--- src/rtl/riscv_dp_loadunit.sv ---
// Sequential RV32/RV64 load unit: width decode, sign/zero extension, and splitting of
// word-crossing misaligned loads into two aligned dmem accesses.
module riscv_dp_loadunit #(
   parameter int unsigned MP_DATA_WIDTH  = 32,
   parameter int unsigned MP_ADDR_WIDTH  = 32,
   parameter bit          MP_MISALIGN_EN = 1'b1
) (
   input  logic                     iclk,
   input  logic                     irst_n,
   input  logic                     ivalid,
   input  logic [MP_ADDR_WIDTH-1:0] iaddr,
   input  logic [2:0]               ifunct3,
   output logic                     oready,
   output logic                     odmem_req,
   output logic [MP_ADDR_WIDTH-1:0] odmem_addr,
   input  logic                     idmem_ack,
   input  logic [MP_DATA_WIDTH-1:0] idmem_rdata,
   output logic                     ovalid,
   output logic [MP_DATA_WIDTH-1:0] ordata,
   output logic                     ofault
);

   localparam int unsigned DW = MP_DATA_WIDTH;
   localparam int unsigned AW = MP_ADDR_WIDTH;
   localparam int unsigned NB = DW / 8;
   localparam int unsigned OW = $clog2(NB);

   typedef enum logic [2:0] {
      S_IDLE,
      S_REQ0,
      S_REQ1,
      S_RESP,
      S_FAULT
   } state_t;

   state_t        state_q, state_d;
   logic [AW-1:0] addr_q, addr_d;
   logic [OW-1:0] off_q, off_d;
   logic [2:0]    funct3_q, funct3_d;
   logic          cross_q, cross_d;
   logic [DW-1:0] word0_q, word0_d;
   logic [DW-1:0] rdata_q, rdata_d;
   logic          fault_q, fault_d;

   logic          in_legal;
   logic          in_cross;
   logic [4:0]    in_end;

   // Shift the word pair down to the load offset, then extend from the load's top bit.
   function automatic logic [DW-1:0] extend(input logic [2*DW-1:0] pair,
                                            input logic [OW-1:0]   off,
                                            input logic [2:0]      f3);
      logic [2*DW-1:0] sh;
      logic [DW-1:0]   res;
      int unsigned     nbits;
      logic            sgn;
      sh    = pair >> {off, 3'b000};
      nbits = 32'd8 << f3[1:0];
      sgn   = ~f3[2] & sh[nbits-1];
      res   = '0;
      for (int unsigned i = 0; i < DW; i++) begin
         res[i] = (i < nbits) ? sh[i] : sgn;
      end
      return res;
   endfunction

   always_comb begin
      in_legal = 1'b0;
      case (ifunct3)
         3'b000, 3'b001, 3'b010, 3'b100, 3'b101: in_legal = 1'b1;
         3'b011, 3'b110:                         in_legal = (DW == 64);
         default:                                in_legal = 1'b0;
      endcase
      in_end   = 5'(iaddr[OW-1:0]) + (5'd1 << ifunct3[1:0]);
      in_cross = (in_end > 5'(NB));
   end

   always_comb begin
      state_d   = state_q;
      addr_d    = addr_q;
      off_d     = off_q;
      funct3_d  = funct3_q;
      cross_d   = cross_q;
      word0_d   = word0_q;
      rdata_d   = rdata_q;
      fault_d   = fault_q;
      oready    = 1'b0;
      odmem_req = 1'b0;
      ovalid    = 1'b0;

      case (state_q)
         S_IDLE: begin
            oready = 1'b1;
            if (ivalid) begin
               off_d    = iaddr[OW-1:0];
               funct3_d = ifunct3;
               cross_d  = in_cross;
               if (!in_legal || (in_cross && !MP_MISALIGN_EN)) begin
                  state_d = S_FAULT;
                  rdata_d = '0;
                  fault_d = 1'b1;
               end else begin
                  state_d = S_REQ0;
                  addr_d  = {iaddr[AW-1:OW], {OW{1'b0}}};
               end
            end
         end
         S_REQ0: begin
            odmem_req = 1'b1;
            if (idmem_ack) begin
               word0_d = idmem_rdata;
               if (cross_q) begin
                  state_d = S_REQ1;
                  addr_d  = addr_q + AW'(NB);
               end else begin
                  state_d = S_RESP;
                  rdata_d = extend({{DW{1'b0}}, idmem_rdata}, off_q, funct3_q);
                  fault_d = 1'b0;
               end
            end
         end
         S_REQ1: begin
            odmem_req = 1'b1;
            if (idmem_ack) begin
               state_d = S_RESP;
               rdata_d = extend({idmem_rdata, word0_q}, off_q, funct3_q);
               fault_d = 1'b0;
            end
         end
         S_RESP: begin
            ovalid  = 1'b1;
            state_d = S_IDLE;
         end
         S_FAULT: begin
            ovalid  = 1'b1;
            state_d = S_IDLE;
         end
         default: state_d = S_IDLE;
      endcase
   end

   always_ff @(posedge iclk or negedge irst_n) begin
      if (!irst_n) begin
         state_q  <= S_IDLE;
         addr_q   <= '0;
         off_q    <= '0;
         funct3_q <= '0;
         cross_q  <= 1'b0;
         word0_q  <= '0;
         rdata_q  <= '0;
         fault_q  <= 1'b0;
      end else begin
         state_q  <= state_d;
         addr_q   <= addr_d;
         off_q    <= off_d;
         funct3_q <= funct3_d;
         cross_q  <= cross_d;
         word0_q  <= word0_d;
         rdata_q  <= rdata_d;
         fault_q  <= fault_d;
      end
   end

   assign odmem_addr = addr_q;
   assign ordata     = rdata_q;
   assign ofault     = fault_q;

endmodule
--- config.mk ---
export PLATFORM = sky130hd
export DESIGN_NAME = riscv_dp_loadunit
export DESIGN_NICKNAME = d
export VERILOG_FILES = /design/src/rtl/riscv_dp_loadunit.sv
export SDC_FILE = /design/constraint.sdc
export NUM_CORES = 1
export LEC_CHECK = 0
export BUFFER_PORTS_ARGS = -buffer_cell sky130_fd_sc_hd__buf_2
export CORE_ASPECT_RATIO = 1.75
export CORE_UTILIZATION = 30
export DETAILED_ROUTE_END_ITERATION = 10
export SLEW_MARGIN = 25
export SYNTH_ARGS = -nofsm -noshare
export SYNTH_HDL_FRONTEND = slang
export SYNTH_SLANG_ARGS = --single-unit
--- constraint.sdc ---
create_clock -name iclk -period 3.5 [get_ports iclk]
set_input_delay 0.175 -clock iclk [delete_from_list [all_inputs] [get_ports iclk]]
set_output_delay 0.175 -clock iclk [all_outputs]
set_load 0.02 [all_outputs]
; ---- After elaboration in Yosys (flattened, before gate mapping)
; Cells that the tools add are included.
[op_classes]
addsub = 3
magnitude_cmp = 34
n_eq_ne = 15
n_shift = 4
n_mux = 95
n_bitwise = 3
reduce_logical = 12
[op_table]
columns = cell, n
row1 = $lt 5x32->1 const A, 16
row2 = $mux 32, 9
row3 = $lt 4x32->1 const A, 8
row4 = $lt 3x32->1 const A, 4
row5 = $pmux 32 s3, 1
row6 = $mux 1, 76
row7 = $lt 1x32->1 const A, 2
row8 = $lt 2x32->1 const A, 2
row9 = $pmux 32 s2, 1
row10 = $shr 32x5->64, 1
row11 = $shr 64x5->64, 1
row12 = $add 32x3->32 const B, 1
row13 = $lt 32x7->1 const B, 1
row14 = $shl 4x2->32 const A, 1
row15 = $sub 32x1->32 const B, 1
row16 = $ne 2x2->1 const B, 7
row17 = $bmux 1 s6, 2
row18 = $mux 3, 4
row19 = $eq 3x2->1 const B, 3
row20 = $eq 3x3->1 const B, 3
row21 = $pmux 3 s3, 1
row22 = $eq 3x1->1 const B, 2
row23 = $logic_not 3->1, 2
row24 = $reduce_and 6->1, 1
row25 = 13 further kinds, 16
[word_totals]
regBits = 106
output_inout_bits = 68
elab_cells = 174

; ---- Logic depth before layout (Yosys ltp)
[logic_depth]
depth_word = 9
ltp_mapped = 12

; ---- Worst setup path after synthesis
; OpenSTA, ideal clock, no wires.
[synth_path]
path_kind = reg2reg
start = reg funct3_q[1]
end = reg rdata_q[28], in the netlist ordata[28]
setup_ps = 140
arrival_time_ps = 2354
t_required_ps = 3360
setup_slack_ps = 1006
stages_incl_launch_ff = 13
path_buffers = 4
path_cell_list = dfrtp_1 -> buf_6 -> buf_2 -> nand2b_1 -> ha_1 -> buf_2 -> nor4b_1 -> a31o_1 -> a32o_1 -> o2111a_2 -> buf_6 -> o32ai_2 -> a31oi_1
[synth_via]
elab_chain_len = 9
elab_cells_between_ends = 15
cone_classes = add/sub: 1 / order compare: 1 / shift: 1 / mux: 10 / bitwise: 2
[synth_lines]
columns = element, line_no
row1 = from (decl), 39  ; logic [2:0] funct3_q, funct3_d;
row2 = from (signal assigned), 156  ; funct3_q <= funct3_d;
row3 = $shl 4x2->32 (*), 58  ; nbits = 32'd8 << f3[1:0];
row4 = $sub 32x1->32, 59  ; sgn = ~f3[2] & sh[nbits-1];
row5 = $bmux 1 s6, 59
row6 = $mux 1 (not written as such), 59
row7 = $and 1x1->1, 59
row8 = $mux 1, 62  ; res[i] = (i < nbits) ? sh[i] : sgn;
row9 = $mux 32, 112  ; if (cross_q) begin
row10 = $mux 32, 110  ; if (idmem_ack) begin
row11 = $pmux 32 s3 (*), 91  ; case (state_q)
row12 = to (signal assigned), 159  ; rdata_q <= rdata_d;
row13 = to (decl), 42  ; logic [DW-1:0] rdata_q, rdata_d;
; Every way passes the cells marked *; elsewhere a longest branch is shown, timed or not. The select of a mux whose other input is x is not followed.
; A chain may end at the register's enable or synchronous reset.

; ---- Worst setup path in the final report
[layout_path]
start = reg funct3_q[0]
end = reg rdata_q[27], in the netlist ordata[27]
; The elaborated chain is that of the path after synthesis.

==> metrics.txt <==
outcome completed; worst ir drop on vdd 352 uV; count of routing violations after the opening detailed-route iteration 572; number of fillers in the final layout 2353; setup TNS 0 ns; sequential area share after synthesis 0.384; switching part of the total 0.484; type of the worst min-delay path primary input to flop; arrival time reported for the critical path endpoint 3.21 ns; highest achievable clock rate 334 MHz; maximum number of pins on one net before global-route repair 64; Mapped Area 6770 um^2; placer's final routability congestion estimate 0.866; combinational power share 0.575; Yosys Warn Count 0; remaining number of nets flagged by the antenna check after routing 0; max_cap viols 0; Initial Utilization 0.306; number of distinct library cell variants in the gate-level netlist after synthesis 70; Final period util 0.855; unrepaired setup endpoints after global routing false; critical path launch point funct3_q[0]; flip-flop and latch count after synthesis 104; antenna violations before repair 1; Resized Gates After CTS 0; slew of the pin with the lowest slew margin 0.894 ns; share of post-route cells with drive strength above 1 0.296; Total Wirelength 21400 um; top-level I/O count 139; number of cells in the design after placement 1123; maximum cell stage delay along the critical path 0.56 ns; cell at the slowest stage of the critical path sky130_fd_sc_hd__dfrtp_1; Net Sw Power 0.00398 W; synth-to-layout area growth 17.6%; buffer count from post-CTS setup fixing 0; CTS tree done; Core Rows 72; H-tree Lvls 3; Static Leak 3.35 nW; Worst Path Required 3.72 ns; Top FF cell, synth sky130_fd_sc_hd__dfrtp_1; number of vias in the routed layout 6163; vias in the first global route 6048; final critical delay including setup and external delays 2.99 ns; Final setup viols 0; mean area per synthesized cell 9.24 um^2; crit-path cells nor2_8, inv_4, ha_1, nor4b_1, a31o_1, a32o_1, o2111a_2, nor2_1, a31oi_1; sequential group share of total power 0.298; Clock Latency Late Sink 0.36 ns; clk_skew 0.00850 ns; number of search-and-repair iterations in the first detailed-routing pass 5; Cell Count, Final, Fillers Out 1141; DP HPWL 16000 um; number of vias per cell 5.40; Post-Syn Instances 733; critical path type flop to flop; max_slew headroom 0.404; first-pass GRT wire length 33700 um; total of buffers placed on input and output ports 136; cell family with the largest share of critical-path delay compound AO/OA/AOI/OAI gates; number of synthesized flops with an enable pin 0; number of nets in the layout 914; Placeable Area 22200 um^2; clock-pin transition on the worst setup and hold timing paths 0.08 ns; proportion of register bits with asynchronous set or reset after synthesis 1.00; number of sinks driven by the clock tree 104; Die Y 201 um; top fanout value on the critical path 19; buffers from clock root to sink, at most 2; buffering stage count on the worst path with inverters included 1; Critical R2R Launch funct3_q[0]; number of failing hold endpoints at the final stage 0; final max-slew violation count 0; die span in x 116 um; total congestion overflow 0; post-DR wirelength/cell 18.8 um; internal portion of total power 0.00424 W; kind of end point of the critical path flop; die footprint 23200 um^2; overall fraction of global-route tracks in use 0.189; TritonCTS Buffers 9; Design Power 0.00821 W; kind of launch point of the worst setup path flop; share of power burned in the clock network 0.127; power per standard cell area 1030 nW/um^2; HP Start iaddr[2]; root buf cell sky130_fd_sc_hd__clkbuf_16; DRC Markers 0
-- state kept, by name, summed over array words and instances, names as in the netlist --
register    flops
ofault          1
ordata         32
state_q         3
cross_q         1
funct3_q        3
word0_q        32
odmem_addr     30
off_q           2
-- cell usage after synthesis (2+ instances only) --
| master | instances | area, um^2 |
|---|---|---|
| sky130_fd_sc_hd__inv_1 | 8 | 30.0 |
| sky130_fd_sc_hd__nand2b_1 | 7 | 43.8 |
| sky130_fd_sc_hd__a21o_1 | 2 | 15.0 |
| sky130_fd_sc_hd__nand4_1 | 2 | 12.5 |
| sky130_fd_sc_hd__o32ai_2 | 2 | 32.5 |
| sky130_fd_sc_hd__mux2i_1 | 36 | 360 |
| sky130_fd_sc_hd__and4_1 | 3 | 26.3 |
| sky130_fd_sc_hd__and2_1 | 3 | 18.8 |
| sky130_fd_sc_hd__mux2_4 | 2 | 30.0 |
| sky130_fd_sc_hd__nor2_1 | 46 | 173 |
| sky130_fd_sc_hd__nand2_1 | 93 | 349 |
| sky130_fd_sc_hd__ha_1 | 3 | 37.5 |
| sky130_fd_sc_hd__mux4_2 | 15 | 338 |
| sky130_fd_sc_hd__o21a_1 | 2 | 15.0 |
| sky130_fd_sc_hd__buf_2 | 19 | 95.1 |
| sky130_fd_sc_hd__a32oi_1 | 7 | 61.3 |
| sky130_fd_sc_hd__clkinv_1 | 2 | 7.51 |
| sky130_fd_sc_hd__nand3_1 | 22 | 110 |
| sky130_fd_sc_hd__or3b_1 | 2 | 17.5 |
| sky130_fd_sc_hd__and3_1 | 10 | 62.6 |
| sky130_fd_sc_hd__a21oi_2 | 2 | 17.5 |
| sky130_fd_sc_hd__buf_4 | 6 | 45.0 |
| sky130_fd_sc_hd__o21bai_1 | 2 | 15.0 |
| sky130_fd_sc_hd__a31oi_1 | 21 | 131 |
| sky130_fd_sc_hd__clkbuf_1 | 28 | 105 |
| sky130_fd_sc_hd__nor2b_1 | 9 | 56.3 |
| sky130_fd_sc_hd__nor2_2 | 2 | 12.5 |
| sky130_fd_sc_hd__nor3_1 | 12 | 60.1 |
| sky130_fd_sc_hd__o22a_1 | 2 | 17.5 |
| sky130_fd_sc_hd__or3_1 | 2 | 12.5 |
| sky130_fd_sc_hd__dfrtp_1 | 104 | 2600 |
| sky130_fd_sc_hd__o22ai_1 | 17 | 106 |
| sky130_fd_sc_hd__buf_6 | 5 | 56.3 |
| sky130_fd_sc_hd__o21ai_0 | 68 | 340 |
| sky130_fd_sc_hd__nor3b_1 | 3 | 22.5 |
| sky130_fd_sc_hd__a21oi_1 | 69 | 345 |
| sky130_fd_sc_hd__o32ai_1 | 13 | 114 |
| sky130_fd_sc_hd__a2bb2oi_1 | 5 | 43.8 |
| sky130_fd_sc_hd__mux2_2 | 40 | 450 |
| sky130_fd_sc_hd__a211oi_1 | 5 | 37.5 |
| sky130_fd_sc_hd__o221ai_1 | 3 | 26.3 |
-- worst min-delay path: stages --
cell and delay [ns]:
sky130_fd_sc_hd__buf_2 0.08, sky130_fd_sc_hd__nand3_1 0.06, sky130_fd_sc_hd__nand2_1 0.06
-- path summary, 6_finish.rpt --
check,end,slack [ns],depth (start not counted)
max in group asynchronous,word0_q[18],2.21,3
max reg2reg,ordata[27],0.51,9
max,ordata[27],0.51,9
min reg2reg,ordata[5],0.47,2
min in group asynchronous,odmem_addr[26],0.43,2
min,odmem_addr[2],0.06,3
-- cells by family (layout without fill, tap and decap cells) --
family                     Yosys count  after routing  synth area share
AOI/OAI and AO/OA                  235            235             0.217
xor gates and xnor gates             1              1           0.00129
adders and majority gates            4              4           0.00850
buffers and inverters               71            181            0.0538
DFF                                104            104             0.384
muxes                               94             94             0.176
other                                1              3          0.000554
and+or+nand+nor                    223            223             0.158
-- cells in the final DEF (no fill, tap or decap), drive strengths merged, types with 15 or more instances in the layout --
master,n
buf,153
dfrtp,104
nand2,93
a21oi,71
o21ai,68
nor2,49
mux2,43
mux2i,36
nand3,22
a31oi,21
o22ai,17
mux4,15
o32ai,15
-- layout make-up --
type                            count  area, um^2  share of cell area
Sequential cell                   104        2610               0.327
Tap cell                          296         370              0.0465
Clock buffer                       10         239              0.0300
Clock inverter                      6        56.3             0.00707
Inverter                           11        43.8             0.00550
Timing Repair Buffer              154         821               0.103
Antenna cell                        1        2.50            0.000314
Multi-Input combinational cell    559        3820               0.480
-- per-layer routing --
metal | vias to the layer above | wire length [um] | global-route usage
li1 | 2927 | - | -
met1 | 2968 | 8250 | 0.210
met2 | 222 | 11300 | 0.344
met3 | 46 | 978 | 0.0272
met4 | 0 | 843 | 0.0923
met5 | - | 0 | 0
-- repair_timing --
| item | 4_1_cts | 5_1_grt |
|---|---|---|
| hold endpoints to repair | 58 | 0 |
| setup endpoints to repair | 0 | 0 |
| hold buffers | 1 | 0 |
-- power groups by stage --
stage	logic [W]	registers (W)	clock network, W
3_5_place_dp	0.00472	0.00246	0
6_report	0.00473	0.00245	0.00104
5_1_grt	0.00519	0.00254	0.00111
2_1_floorplan	0.00321	0.00263	0
3_3_place_gp	0.00466	0.00244	0
4_1_cts	0.00474	0.00244	0.00108
-- per-stage QoR --
step,worst slack [ns],instance area [um^2],hold WS (ns),utilization
after floorplan,1.01,6780,-0.121,-
final,0.508,7960,0.0559,0.359
after detailed placement,0.519,7650,0.317,0.345
after global routing,0.345,7960,0.0634,0.359
after CTS,0.508,7960,0.0497,0.359
after global placement,0.599,7650,0.319,0.345
No activity file was read; power rests on OpenSTA's default activity.
